`src/rtl/ed25519_stream_framer.sv`:
```
// ed25519_stream_framer: stream <-> wide operand/result framing for the ed25519 core.
// Optional ED25519_STREAM_PERF_EN adds o_perf_cycles (first-in to last-out cycle count).
module ed25519_stream_framer #(
    parameter int DATA_W    = 64,
    parameter int WORD_W    = 256,
    parameter int IN_WORDS  = 3,
    parameter int OUT_WORDS = 2
) (
    input  logic                          i_clk,
    input  logic                          i_rst_n,
    input  logic                          i_in_valid,
    output logic                          o_in_ready,
    input  logic [DATA_W-1:0]             i_in_data,
    output logic                          o_frame_valid,
    input  logic                          i_frame_ready,
    output logic [IN_WORDS*WORD_W-1:0]    o_frame_data,
    input  logic                          i_res_valid,
    output logic                          o_res_ready,
    input  logic [OUT_WORDS*WORD_W-1:0]   i_res_data,
    output logic                          o_out_valid,
    input  logic                          i_out_ready,
    output logic [DATA_W-1:0]             o_out_data
`ifdef ED25519_STREAM_PERF_EN
    ,
    output logic [31:0]                   o_perf_cycles
`endif
);

    localparam int BEATS     = WORD_W / DATA_W;
    localparam int IN_BEATS  = IN_WORDS * BEATS;
    localparam int OUT_BEATS = OUT_WORDS * BEATS;
    localparam int IN_W      = IN_WORDS * WORD_W;
    localparam int OUT_W     = OUT_WORDS * WORD_W;
    localparam int IN_CW     = $clog2(IN_BEATS + 1);
    localparam int OUT_CW    = $clog2(OUT_BEATS + 1);

    generate
        if (WORD_W % DATA_W != 0) begin : g_bad_word
            $error("WORD_W must be an integer multiple of DATA_W");
        end
        if (IN_WORDS < 1) begin : g_bad_in
            $error("IN_WORDS must be at least 1");
        end
        if (OUT_WORDS < 1) begin : g_bad_out
            $error("OUT_WORDS must be at least 1");
        end
    endgenerate

    typedef enum logic {IN_FILL, IN_HOLD} in_state_t;
    typedef enum logic {OUT_IDLE, OUT_SEND} out_state_t;

    in_state_t          in_state;
    logic [IN_CW-1:0]   in_cnt;
    logic [IN_W-1:0]    frame;

    out_state_t         out_state;
    logic [OUT_CW-1:0]  out_cnt;
    logic [OUT_W-1:0]   shreg;

    logic in_fire;
    logic in_last;
    logic out_fire;
    logic out_last;

    // Readies are registered, so a fire is simply valid && ready.
    assign in_fire  = i_in_valid && o_in_ready;
    assign in_last  = (in_cnt == IN_CW'(IN_BEATS - 1));
    assign out_fire = o_out_valid && i_out_ready;
    assign out_last = (out_cnt == OUT_CW'(OUT_BEATS - 1));

    assign o_frame_data = frame;
    assign o_out_data   = shreg[OUT_W-1 -: DATA_W];

    // Input side: collect beats MSB-first, then hold the frame for the core.
    always_ff @(posedge i_clk or negedge i_rst_n) begin
        if (!i_rst_n) begin
            in_state      <= IN_FILL;
            in_cnt        <= '0;
            frame         <= '0;
            o_in_ready    <= 1'b0;
            o_frame_valid <= 1'b0;
        end else begin
            unique case (in_state)
                IN_FILL: begin
                    o_in_ready <= 1'b1;
                    if (in_fire) begin
                        frame  <= (frame << DATA_W) | IN_W'(i_in_data);
                        in_cnt <= in_cnt + IN_CW'(1);
                        if (in_last) begin
                            in_state      <= IN_HOLD;
                            o_in_ready    <= 1'b0;
                            o_frame_valid <= 1'b1;
                        end
                    end
                end
                IN_HOLD: begin
                    if (i_frame_ready) begin
                        in_state      <= IN_FILL;
                        in_cnt        <= '0;
                        o_in_ready    <= 1'b1;
                        o_frame_valid <= 1'b0;
                    end
                end
            endcase
        end
    end

    // Output side: capture a result frame and stream it out top bits first.
    always_ff @(posedge i_clk or negedge i_rst_n) begin
        if (!i_rst_n) begin
            out_state   <= OUT_IDLE;
            out_cnt     <= '0;
            shreg       <= '0;
            o_res_ready <= 1'b0;
            o_out_valid <= 1'b0;
        end else begin
            unique case (out_state)
                OUT_IDLE: begin
                    o_res_ready <= 1'b1;
                    if (i_res_valid && o_res_ready) begin
                        shreg       <= i_res_data;
                        out_cnt     <= '0;
                        out_state   <= OUT_SEND;
                        o_res_ready <= 1'b0;
                        o_out_valid <= 1'b1;
                    end
                end
                OUT_SEND: begin
                    if (out_fire) begin
                        shreg   <= shreg << DATA_W;
                        out_cnt <= out_cnt + OUT_CW'(1);
                        if (out_last) begin
                            out_cnt     <= '0;
                            out_state   <= OUT_IDLE;
                            o_res_ready <= 1'b1;
                            o_out_valid <= 1'b0;
                        end
                    end
                end
            endcase
        end
    end

`ifdef ED25519_STREAM_PERF_EN
    logic        perf_run;
    logic [31:0] perf;
    logic        first_in;

    assign first_in      = in_fire && (in_cnt == '0);
    assign o_perf_cycles = perf;

    // Latency counter: restart on a frame's first beat, stop on the last result beat.
    always_ff @(posedge i_clk or negedge i_rst_n) begin
        if (!i_rst_n) begin
            perf     <= '0;
            perf_run <= 1'b0;
        end else if (first_in) begin
            perf     <= '0;
            perf_run <= 1'b1;
        end else if (perf_run) begin
            if (perf != 32'hFFFF_FFFF) begin
                perf <= perf + 32'd1;
            end
            if (out_fire && out_last) begin
                perf_run <= 1'b0;
            end
        end
    end
`endif

endmodule

```
`config.mk`:
```
export PLATFORM = sky130hd
export DESIGN_NAME = ed25519_stream_framer
export DESIGN_NICKNAME = d
export VERILOG_FILES = /design/src/rtl/ed25519_stream_framer.sv
export SDC_FILE = /design/constraint.sdc
export NUM_CORES = 2
export LEC_CHECK = 0
export ABC_CLOCK_PERIOD_IN_PS = 1700
export CAP_MARGIN = 20
export CORE_AREA = 2 2 544 546
export DETAILED_ROUTE_END_ITERATION = 12
export DIE_AREA = 0 0 546 548
export HOLD_SLACK_MARGIN = 0.12
export PLACE_DENSITY = 0.45
export SYNTH_ARGS = -nofsm -noshare
export SYNTH_HDL_FRONTEND = slang
export SYNTH_SLANG_ARGS = --single-unit
```
`constraint.sdc`:
```
create_clock -name i_clk -period 1.7 [get_ports i_clk]
set_input_delay 0.425 -clock i_clk [delete_from_list [all_inputs] [get_ports i_clk]]
set_output_delay 0.425 -clock i_clk [all_outputs]
set_load 0.005 [all_outputs]
```
* Word-level counts from Yosys, hierarchy flattened *
Cells that the tools add are included.

word-level totals
  bits of input ports = 582
  flip-flop bits (word level) = 1,294
  output and inout port bits = 836
  word-level logic and storage cells = 66

cells by class
  $add $sub $neg = 2
  reductions and logical operators = 9
  bitwise operators = 3
  multiplexer cells = 34
  equal/unequal tests = 8

operators by type and width
  kind                                                    count
  2-to-1 mux 512 bit                                      2
  case mux 512 bit (2 select lines)                       1
  bitwise OR 768 x 64 -> 768 bit                          1
  2-to-1 mux 4 bit                                        5
  2-to-1 mux 1 bit                                        18
  case mux 4 bit (2 select lines)                         2
  case mux 1 bit (2 select lines)                         6
  adder 4 x 1 -> 4 bit (second input constant)            2
  inequality test 2 bit (second input constant)           4
  AND reduction 2 bit                                     4
  AND reduction 3 bit                                     2
  equality test 4 x 3 -> 1 bit (second input constant)    1
  equality test 4 bit (second input constant)             1
  inequality test 2 x 1 -> 1 bit (second input constant)  2
  logical AND 1 bit                                       3
  inverter 1 bit                                          2

* Logic depth before layout (Yosys ltp) *
  depth after elaboration = 4
  depth in mapped cells = 8

* Worst setup path after synthesis *
No wires, ideal clock.

  path type = reg2reg
  start point = reg out_state
  end point = reg shreg[10]
  data arrival time = 1.468 ns
  cell stages (with the launch flop) = 9
  path buffers = 5
  setup slack = 0.111 ns
  cell sequence = dfrtp_1 -> buf_2 -> nand3b_4 -> and2_1 -> buf_2 -> buf_6 -> buf_6 -> buf_6 -> a22o_1

between the ends
  cells in the longest elaborated chain, start to end = 3
  elaborated cells between the ends (all ways) = 5
  those cells by class = eq/ne (2); mux (1); bitwise (1); reduce/logical (1)

ends and longest elaborated chain
  item                                    line  source
  start, declared                         56    out_state_t out_state;
  start signal, assigned                  111   out_state <= OUT_IDLE;
  start signal, assigned                  123   out_state <= OUT_SEND;
  start signal, assigned                  134   out_state <= OUT_IDLE;
  inverter 1 bit                          -
  inequality test 2 bit (no source line)  -
  AND reduction 2 bit (no source line)    -
  end signal, assigned                    121   shreg <= i_res_data;
  end signal, assigned                    130   shreg <= shreg << DATA_W;
  end, declared                           58    logic [OUT_W-1:0] shreg;

Several ways; a longest one is shown, not always the timed one.
A chain may end at the register's enable or synchronous reset.

* Worst setup path in the final report *
  start point = reg frame[279], in the netlist o_frame_data[279]
  end point = out o_frame_data[279]

RTL lines
  item                    line  source
  start, declared         54    logic [IN_W-1:0] frame;
  start signal, assigned  87    frame <= (frame << DATA_W) | IN_W'(i_in_data);
  end, declared           16    output logic [IN_WORDS*WORD_W-1:0] o_frame_data,

No word-level cell between the ends.

==> results.txt <==
DIE WIDTH: 546 um
GRT met1 Usage: 25.31%
Via Count: 51126
Layout cells sized above 1: 34.89%
Power per Cell Area: 1775 mW/mm^2
Slowest stage delay, CP: 0.55 ns
Max Cap Violations: 0
Pre-CTS setup slack: -0.5110 ns
Worst path bufs/invs: 1
Filler instances: 30810
Warnings, synthesis: 0
Drt drc: 0
Internal power: 0.1000 W
#FFs+latches synth: 1294
Min cycle time layout: 1.986 ns
Die span in y: 548 um
Slowest stage cell, crit path: dfrtp_4
Largest net degree at the start of global routing: 84
Area growth syn-to-layout: 69.95%
CTS Buffer Depth: 4
Outcome: complete, but fails checks
GRT Overall Usage: 17.92%
CP Cell Sequence: buf_6
Number of routed nets with antenna violations: 0
P_sw: 0.05990 W
Avg WL per Cell: 23.80 um
Kind of critical path: reg2out
Failing checks: setup timing
Clock Latency Late Sink: 0.86 ns
CTS Buf Count: 162
Core Area: 0.2931 mm^2
CP required: 1.27 ns
Switch share: 37.45%
Detailed Routing Iterations Pass 1: 5
Peak Freq: 0.5036 GHz
Grt peak-use layer: met2
Htree depth: 4
1st-iter DRT viols: 4614
Final worst clock skew: 0.05604 ns
Post-Syn Nets: 6090
Clock share of power: 22.6%
Crit end category: output port
Worst-path clk slew: 0.06 ns
Vias per inst: 4.200
First-pass GRT wire length: 388.2 mm
Root Buffer: clkbuf_16
Port Buf Inserts: 1417
EDFF count, synth: 0
Async S/R FF share, synth: 100.0%
RePlAce Congestion: 0.9068
Critical path startpoint category: flip-flop
Fin crit share: 116.8%
Setup_tns: -82.02 ns
Sequential Area: 0.03254 mm^2
Post-Syn Area per Cell: 9.629 um^2
Die area: 0.2992 mm^2
Worst-path maximum fanout: 2
Mapped Cells: 5506
Max IR drop VDD: 0.7526 mV
Initial Utilization: 18.09%
Min-delay worst type: in2reg
Synthesized area: 0.05302 mm^2
Hpwl dp: 208.7 mm
Most used DFF post-synth: dfrtp_1
Final Hold Vio Count: 0
Sequential share of the synthesized area: 61.08%
RSZ-0062 raised after global routing: true
Post-synth cell types: 28
Row count: 199
Grt met2 use: 26.09%
TritonCTS clock tree: done
GRT Residual Overflow: 0
Flop pwr share: 33.3%
Slew headroom: 68.95%
Multi-input logic area: 0.01967 mm^2
Slew @ Worst Pin: 0.4658 ns
Part of the power in combinational logic: 44.1%
Largest delay share family, worst path: flip-flops
Setup violators final: 978
Crit path arrival time: 1.56 ns
Clock sinks: 1294
Max-slew violations: 0
Pleak: 47.20 nW
Antenna violations before repair: 113
GR Util met3: 4.753%
Routed WL: 289.7 mm
I/O Pins: 1418
Nets@finish: 8671
Vias in the first global route: 49586
Setup WS post-layout: -0.2857 ns
==> cells in the mapped netlist (all sizes together) (2+ instances only) <==
library cell  number  area, um^2
a22o              66       578.1
buf              199        1197
clkbuf           251       942.2
dfrtp           1294       32380
ha                 2       25.02
inv                4       15.01
mux2i            448        4484
nand2           2313        8682
nand2b             2       12.51
nand3            455        2277
nand3b             3       35.03
nand4b             2       17.52
o21a               2       15.01
o21ai            454        2272
xor2               2       17.52
==> layer usage <==
| layer | vias up | wire, um |
|---|---|---|
| li1 | 23259 | - |
| met5 | - | 96 |
| met1 | 25355 | 131700 |
| met4 | 16 | 10560 |
| met2 | 2054 | 123100 |
| met3 | 442 | 24280 |
==> logic make-up after synthesis <==
group,count (synthesis),share of synthesized area [%]
XOR/XNOR,2,0.03305
AO/OA/AOI/OAI,526,5.456
multiplexers,448,8.458
adder cells (fa/ha/maj),2,0.04719
flip-flops,1294,61.08
AND/OR/NAND/NOR,2780,20.86
buffers and inverters,454,4.064
==> metrics by stage <==
stage               total power, W  area (um^2)  hold slack, ns  std cells  utilization, %
finish                      0.1599        90100          0.1937      12172           30.75
global route                0.1682        90060          0.1625      12155           30.73
CTS                         0.1541        85050          0.1226      11865           29.02
detailed placement          0.1106        75330          0.3496      10836           25.70
global placement            0.1099        75330          0.3468      10836           25.70
floorplan                  0.07108        53020          0.1294       5506               -
==> cell usage in the layout (no fill, tap or decap), drive strengths merged, types with 3 or more instances in the layout <==
cell,Yosys,layout
clkdlybuf4s50,0,580
inv,4,9
buf,199,2168
clkinv,0,24
dfrtp,1294,1294
mux2i,448,448
nand2,2313,2313
dlygate4sd3,0,56
nand3,455,455
o21ai,454,454
clkbuf,251,304
diode,0,45
bufinv,0,13
nand3b,3,3
a22o,66,66
==> layout make-up <==
type                            count  share of cell area (%)
Multi-Input combinational cell   3758                   21.83
Clock inverter                     44                  0.7207
Inverter                            4                 0.01666
Sequential cell                  1294                   36.11
Tap cell                         3919                   5.442
Antenna cell                       45                  0.1250
Clock buffer                      241                   5.343
Timing Repair Buffer             2867                   30.41
==> state kept, by name, summed over array words and instances (netlist names) <==
signal / cells
o_frame_data: 768
shreg: 512
in_cnt: 4
out_cnt: 4
in_state: 1
o_frame_valid: 1
o_in_ready: 1
o_out_valid: 1
o_res_ready: 1
out_state: 1
==> power groups by stage <==
stage / Clock [W] / Sequential (W) / Combinational, W
after CTS: 0.0369 / 0.0529 / 0.0643
after detailed placement: 0 / 0.0550 / 0.0557
after floorplan: 0 / 0.0499 / 0.0212
final: 0.0361 / 0.0533 / 0.0706
after global placement: 0 / 0.0546 / 0.0553
after global routing: 0.0383 / 0.0543 / 0.0757
==> repair_timing <==
action / 4_1_cts / 5_1_grt
resized for setup: 3866 / 509
hold buffers: 56 / 0
setup buffers: 685 / 197
pin swaps: 0 / 279
endpoints found under the setup margin: 921 / 1597
endpoints found under the hold margin: 1246 / 0
gates cloned: 4 / 75
==> final timing paths <==
kind / startpoint / end / slack (ns) / cells past startpoint
max: o_frame_data[279] / o_frame_data[279] / -0.29 / 1
max reg2reg: in_state / o_frame_data[424] / -0.09 / 7
min: i_in_data[17] / o_frame_data[17] / 0.19 / 3
min reg2reg: o_frame_data[750] / o_frame_data[750] / 0.47 / 2
min in group asynchronous: i_rst_n / o_frame_data[582] / 0.22 / 2
max in group asynchronous: i_rst_n / o_frame_data[254] / 0.61 / 4
No activity file was read; power rests on OpenSTA's default activity.
